### config.mk
export PLATFORM = sky130hd
export DESIGN_NAME = wb_trace_fifo
export DESIGN_NICKNAME = d
export VERILOG_FILES = /design/src/rtl/wb_trace_fifo.sv
export SDC_FILE = /design/constraint.sdc
export NUM_CORES = 2
export LEC_CHECK = 0
export CORE_ASPECT_RATIO = 0.6
export CORE_UTILIZATION = 66
export CTS_CLUSTER_DIAMETER = 200
export DETAILED_ROUTE_END_ITERATION = 16
export PLACE_DENSITY = 0.84
export SYNTH_ARGS = -nofsm -noshare
export SYNTH_HDL_FRONTEND = slang
export SYNTH_SLANG_ARGS = --single-unit
### constraint.sdc
create_clock -name clk -period 7.4 [get_ports clk]
set_clock_uncertainty 0.1 [all_clocks]
set_input_delay 1.11 -clock clk [delete_from_list [all_inputs] [get_ports clk]]
set_output_delay 1.11 -clock clk [all_outputs]
set_load 0.02 [all_outputs]
### src/rtl/wb_trace_fifo.sv
// wb_trace_fifo: captures retired register writes from the CPU writeback trace
// port, tags each with a sequence number and queues them for a valid/ready
// consumer. A full queue drops records and counts them; the CPU is never stalled.
module wb_trace_fifo #(
  parameter int DEPTH  = 16,
  parameter int AW     = 4,
  parameter int DROP_W = 16
) (
  input  logic              clk,
  input  logic              resetn,
  input  logic [31:0]       debug_wb_pc,
  input  logic [3:0]        debug_wb_rf_we,
  input  logic [4:0]        debug_wb_rf_wnum,
  input  logic [31:0]       debug_wb_rf_wdata,
  input  logic              clear,
  output logic              out_valid,
  input  logic              out_ready,
  output logic [31:0]       out_seq,
  output logic [31:0]       out_pc,
  output logic [3:0]        out_we,
  output logic [4:0]        out_wnum,
  output logic [31:0]       out_wdata,
  output logic [AW:0]       fifo_count,
  output logic              overflow,
  output logic [DROP_W-1:0] drop_cnt
);

  localparam int          REC_W    = 32 + 32 + 4 + 5 + 32;
  localparam logic [AW:0] FULL_CNT = (AW+1)'(DEPTH);

  logic [REC_W-1:0] mem [DEPTH];
  logic [AW-1:0]    wr_ptr;
  logic [AW-1:0]    rd_ptr;
  logic [AW:0]      count;
  logic [31:0]      seq;

  logic cap;
  logic full;
  logic pop;
  logic push;
  logic drop;

  // Drop counter sticks at all-ones instead of wrapping back to a small value.
  function automatic logic [DROP_W-1:0] sat_inc(input logic [DROP_W-1:0] v);
    return (&v) ? v : v + DROP_W'(1);
  endfunction

  // Capture/push/pop/drop decisions; a full queue still accepts when the head leaves this cycle.
  always_comb begin
    cap  = (|debug_wb_rf_we) && (debug_wb_rf_wnum != 5'd0);
    full = (count == FULL_CNT);
    pop  = out_valid && out_ready;
    push = cap && (!full || pop);
    drop = cap && full && !pop;
  end

  // Show-ahead head: outputs read the storage at the read pointer, so out_ready only acts via state.
  always_comb begin
    out_valid  = (count != '0);
    fifo_count = count;
    {out_seq, out_pc, out_we, out_wnum, out_wdata} = mem[rd_ptr];
  end

  // Record storage; cleared on reset so the head reads zero until the first record lands.
  always_ff @(posedge clk or negedge resetn) begin
    if (!resetn) begin
      for (int i = 0; i < DEPTH; i++) mem[i] <= '0;
    end else if (push && !clear) begin
      mem[wr_ptr] <= {seq, debug_wb_pc, debug_wb_rf_we, debug_wb_rf_wnum, debug_wb_rf_wdata};
    end
  end

  // Pointers, occupancy, sequence and drop bookkeeping; clear overrides any concurrent push/pop.
  always_ff @(posedge clk or negedge resetn) begin
    if (!resetn) begin
      wr_ptr   <= '0;
      rd_ptr   <= '0;
      count    <= '0;
      seq      <= '0;
      overflow <= 1'b0;
      drop_cnt <= '0;
    end else if (clear) begin
      wr_ptr   <= '0;
      rd_ptr   <= '0;
      count    <= '0;
      seq      <= '0;
      overflow <= 1'b0;
      drop_cnt <= '0;
    end else begin
      if (cap)  seq    <= seq + 32'd1;
      if (push) wr_ptr <= wr_ptr + AW'(1);
      if (pop)  rd_ptr <= rd_ptr + AW'(1);
      case ({push, pop})
        2'b10:   count <= count + (AW+1)'(1);
        2'b01:   count <= count - (AW+1)'(1);
        default: count <= count;
      endcase
      if (drop) begin
        overflow <= 1'b1;
        drop_cnt <= sat_inc(drop_cnt);
      end
    end
  end

endmodule
# [Word-level counts from Yosys, hierarchy flattened]
# Cells that the tools add are included.
[word_totals] reg_bits=1742 output_inout_bits=128
[op_classes] n_addsub=6 magnitude_cmp=3 eq_ne=4 muxes=19 bitwise=2 n_reduce_logical=21
[ops] cell="$bwmux 1680" n=1
[ops] cell="$bmux 105 s4" n=1
[ops] cell="$demux 105 s4" n=1
[ops] cell="$mux 105" n=3
[ops] cell="$mux 32" n=2
[ops] cell="$mux 16" n=3
[ops] cell="$add 32x1->32 const B" n=1
[ops] cell="$add 16x1->16 const B" n=1
[ops] cell="$mux 4" n=4
[ops] cell="$reduce_and 16->1" n=1
[ops] cell="$ge 5x5->1 const B" n=2
[ops] cell="$not 4->5" n=2
[ops] cell="$pmux 5 s2" n=1
[ops] cell="$reduce_bool 5->1" n=2
[ops] cell="$add 4x1->4 const B" n=2
[ops] cell="$reduce_bool 2->1" n=4
[ops] cell="$logic_and 1x1->1" n=7
[ops] cell="$add 5x1->5 const B" n=1
[ops] cell="$eq 5x5->1 const B" n=1
[ops] cell="$lt 5x1->1 const B" n=1
[ops] cell="$mux 5" n=1
[ops] cell="$sub 5x1->5 const B" n=1
[ops] cell="$reduce_or 4->1" n=1
[ops] cell="$logic_not 1->1" n=3
[ops] cell="other kinds (7)" n=8

# [Depth between registers and ports, before layout]
[depth] depth_word=7 ltp_mapped=10

# [Worst setup path before layout]
# No wires, ideal clock.
[synth_timing] kind="register to output" from="register rd_ptr[0]" to="output port out_pc[0]" t_arrival_ns=2.528 required_time_ns=6.190 slack_ns=3.662 path_stages_with_launch=6 path_buffers=3 cell_sequence="dfrtp_1 > clkbuf_1 > clkbuf_1 > buf_1 > mux4_2 > mux4_2"
[synth_via] elab_chain_cells=4
[synth_lines] item="start: declaration" line="33" source="logic [AW-1:0] rd_ptr;"
[synth_lines] item="start signal: assignment" line="92" source="if (pop) rd_ptr <= rd_ptr + AW'(1);"
[synth_lines] item="$not 4->5 (implied by the code)" line="61" source="{out_seq, out_pc, out_we, out_wnum, out_wdata} = mem[rd_ptr];"
[synth_lines] item="$bmux 105 s4" line="61"
[synth_lines] item="$mux 105 (implied by the code) (2 in a row)" line="61"
[synth_lines] item="end: declaration" line="19" source="output logic [31:0] out_pc,"
# No other way between the ends. The select of a mux whose other input is x is not followed.

# [Worst setup path after layout]
[layout_timing] from="register rd_ptr[0]" to="output port out_seq[9]"
[layout_via] elab_chain_cells=4
[layout_lines] item="$not 4->5 (implied by the code)" line="61"
[layout_lines] item="$bmux 105 s4" line="61"
[layout_lines] item="$mux 105 (implied by the code) (2 in a row)" line="61"
[layout_lines] item="end: declaration" line="18" source="output logic [31:0] out_seq,"
# No other way between the ends. The select of a mux whose other input is x is not followed.

==> out/qor.csv <==
metric;value;unit
cp.required;6.19;ns
drive_gt1_share;53.4;%
synth.top_cell.area_share;55.7;%
slew_headroom;27.0;%
die_height;269;um
vias;42400;
first_iter_violations;3474;
viasPerCell;6.62;
worstMarginPinSlew;1.08;ns
route.detailed.drc;0;
cts_num_sinks;1742;
antenna_found_initial;5;
status;complete, no violations;
ctsHoldBuffers;0;
synth_top_area_cell;dfrtp_1;
grt_pass1_vias;45700;
p_per_area;303;nW/um^2
clkTransAtPathRegs;0.07;ns
clockBufferDepth;3;
rows;97;
synth-edff-count;0;
end_kind;output port;
synthCells;4706;
wire_per_inst;28.0;um
ant_nets;0;
ios;205;
grt_use_met2;47.8;%
core-area;117000;sq um
cp-start-kind;flip-flop;
synthFlopType;dfrtp_1;
port_buffers;204;
dieArea;120000;sq um
ys_warn_count;0;
crit_type;flip-flop to output port;
grt_pass1_wl;283;mm
grt.busiest_layer;met2;
grtUsageMet3;5.90;%
reg2reg_slack;3.54;ns
final_util;74.2;%
fin_crit;5.24;ns
fin_tns_setup;0;ns
start_util;66.8;%
grt_max_degree;188;
grt_overflow;0;
cp_max_fo;99;
cp.arrival;4.03;ns
maxSlewViolCount;0;
hpwl;96.8;mm
synth_area_leaders;dfrtp_1 (56%), mux2_2 (24%), mux4_2 (15%);
layout.cells.non_filler;6415;
clk_latency;0.79;ns
avgSynthCellArea;16.6;sq um
layout_commonest_cell;dfrtp_1;
globalplace.congestion;0.760;
hold_viol_final;0;
post-route-period-util;70.8;%
cts_tree;done;
fp.dieW;446;um
grt.total_usage;31.3;%
cts_buffers;156;
cts-root-buf;clkbuf_16;
dp_cells;6126;
final_nets;4786;
use_met1;47.6;%
max_freq;191;MHz
drt_wl_total;179;mm
cts_setup_buffers;0;
area_delta_synth_final;11.2;%
max-cap-violations;0;
cts.repair.resized;0;
ys_async_sr_fraction;100;%
layout_common_cells;dfrtp_1 (1738), mux2_2 (1670), mux4_2 (525), clkdlybuf4s50_1 (202), clkbuf_16 (163);
hold_class;input pin to asynchronous set/reset pin;
postPlaceCellArea;81400;sq um
setup_viol;0;
synth_seq_cells;1742;
firstDrtPassIters;7;
rsz0062_at_grt;false;
peakVddDrop;0.000315;V
p_leak;0.0401;uW
final_area;86900;sq um
ys_seq_area_share;55.7;%
syn_area;78200;sq um
synth_fp_nets;4792;
synth_cell_types;52;
cts_max_level;4;
## metrics by stage
step	worst slack (ns)	hold WS, ns	total power [uW]
global route	1.96	0.195	27400
global placement	2.02	0.363	17600
detailed placement	1.92	0.374	17800
CTS	2.05	0.186	26500
finish	2.16	0.133	26300
floorplan	3.66	0.352	15700
## state kept, by name, indices dropped and copies added, names as in the netlist
name,count
wr_ptr,4
fifo_count,5
mem,1680
rd_ptr,4
seq,32
drop_cnt,16
overflow,1
## worst max-delay path: stages (launching register included)
cell             delay (ns)
dfrtp_4                0.71
buf_12                 0.66
mux4_2                 0.62
mux4_2                 0.56
clkdlybuf4s50_1        0.58
## where the power goes
group | internal, uW | total (uW) | switching, uW
registers | 10800 | 11500 | 713
clock network | 5090 | 8760 | 3670
logic | 3370 | 6090 | 2720
total | 19200 | 26300 | 7100
## synthesized netlist by cell type, types with 3 or more instances
cell         n
buf_2      123
clkbuf_1   252
mux2i_1      4
nor3b_1      3
mux2_2    1670
nand2_1     23
and4_1       8
or3_1        7
nor4_1      12
nor2_1      60
a21oi_1     16
ha_1         9
inv_1       10
mux4_2     525
nand3_1     28
o21ai_0      8
buf_1       47
nand4_1      9
mux2_1      14
buf_4       30
nor2b_1     10
xor2_1      13
xnor2_1     27
dfrtp_1   1742
nor3_1      14
o31ai_1      3
and3_1       7
or4_1        5
## cells by family (layout without fill, tap and decap cells)
| group | after synthesis | in the layout | synth area share [%] |
|---|---|---|---|
| and+or+nand+nor | 198 | 198 | 1.33 |
| buffers and inverters | 463 | 587 | 2.57 |
| adders and majority gates | 9 | 9 | 0.144 |
| DFF | 1742 | 1742 | 55.7 |
| xor gates and xnor gates | 40 | 40 | 0.448 |
| AOI/OAI and AO/OA | 41 | 41 | 0.358 |
| other | 0 | 1 | 0 |
| muxes | 2213 | 2213 | 39.4 |
## cell type report
type | instances | area, sq um
sequential | 1742 | 43600
multi-input combinational | 2501 | 32800
fill | 6843 | 30200
clock buffer | 211 | 4490
timing repair buffer | 289 | 2990
tap | 1584 | 1980
clock inverter | 77 | 1040
inverter | 10 | 37.5
antenna | 1 | 2.50
## worst paths after layout
kind,start,cells past startpoint,endpoint
hold reg to reg,mem[192],1,mem[192]
min in group clk,mem[192],1,mem[192]
setup / recovery,rd_ptr[0],4,out_seq[9]
hold / removal,resetn,1,mem[1060]
setup reg to reg,fifo_count[1],8,mem[1081]
max in group asynchronous,resetn,3,mem[1070]
## metal layers
layer | wire [um] | vias to the layer above | part of all wire (%)
met5 | 57 | - | 0.032
met4 | 3280 | 8 | 1.8
met3 | 10800 | 241 | 6.0
met2 | 84800 | 1146 | 47
met1 | 80400 | 23400 | 45
li1 | - | 17600 | -
Note: power is estimated with default switching activity, not from simulation.
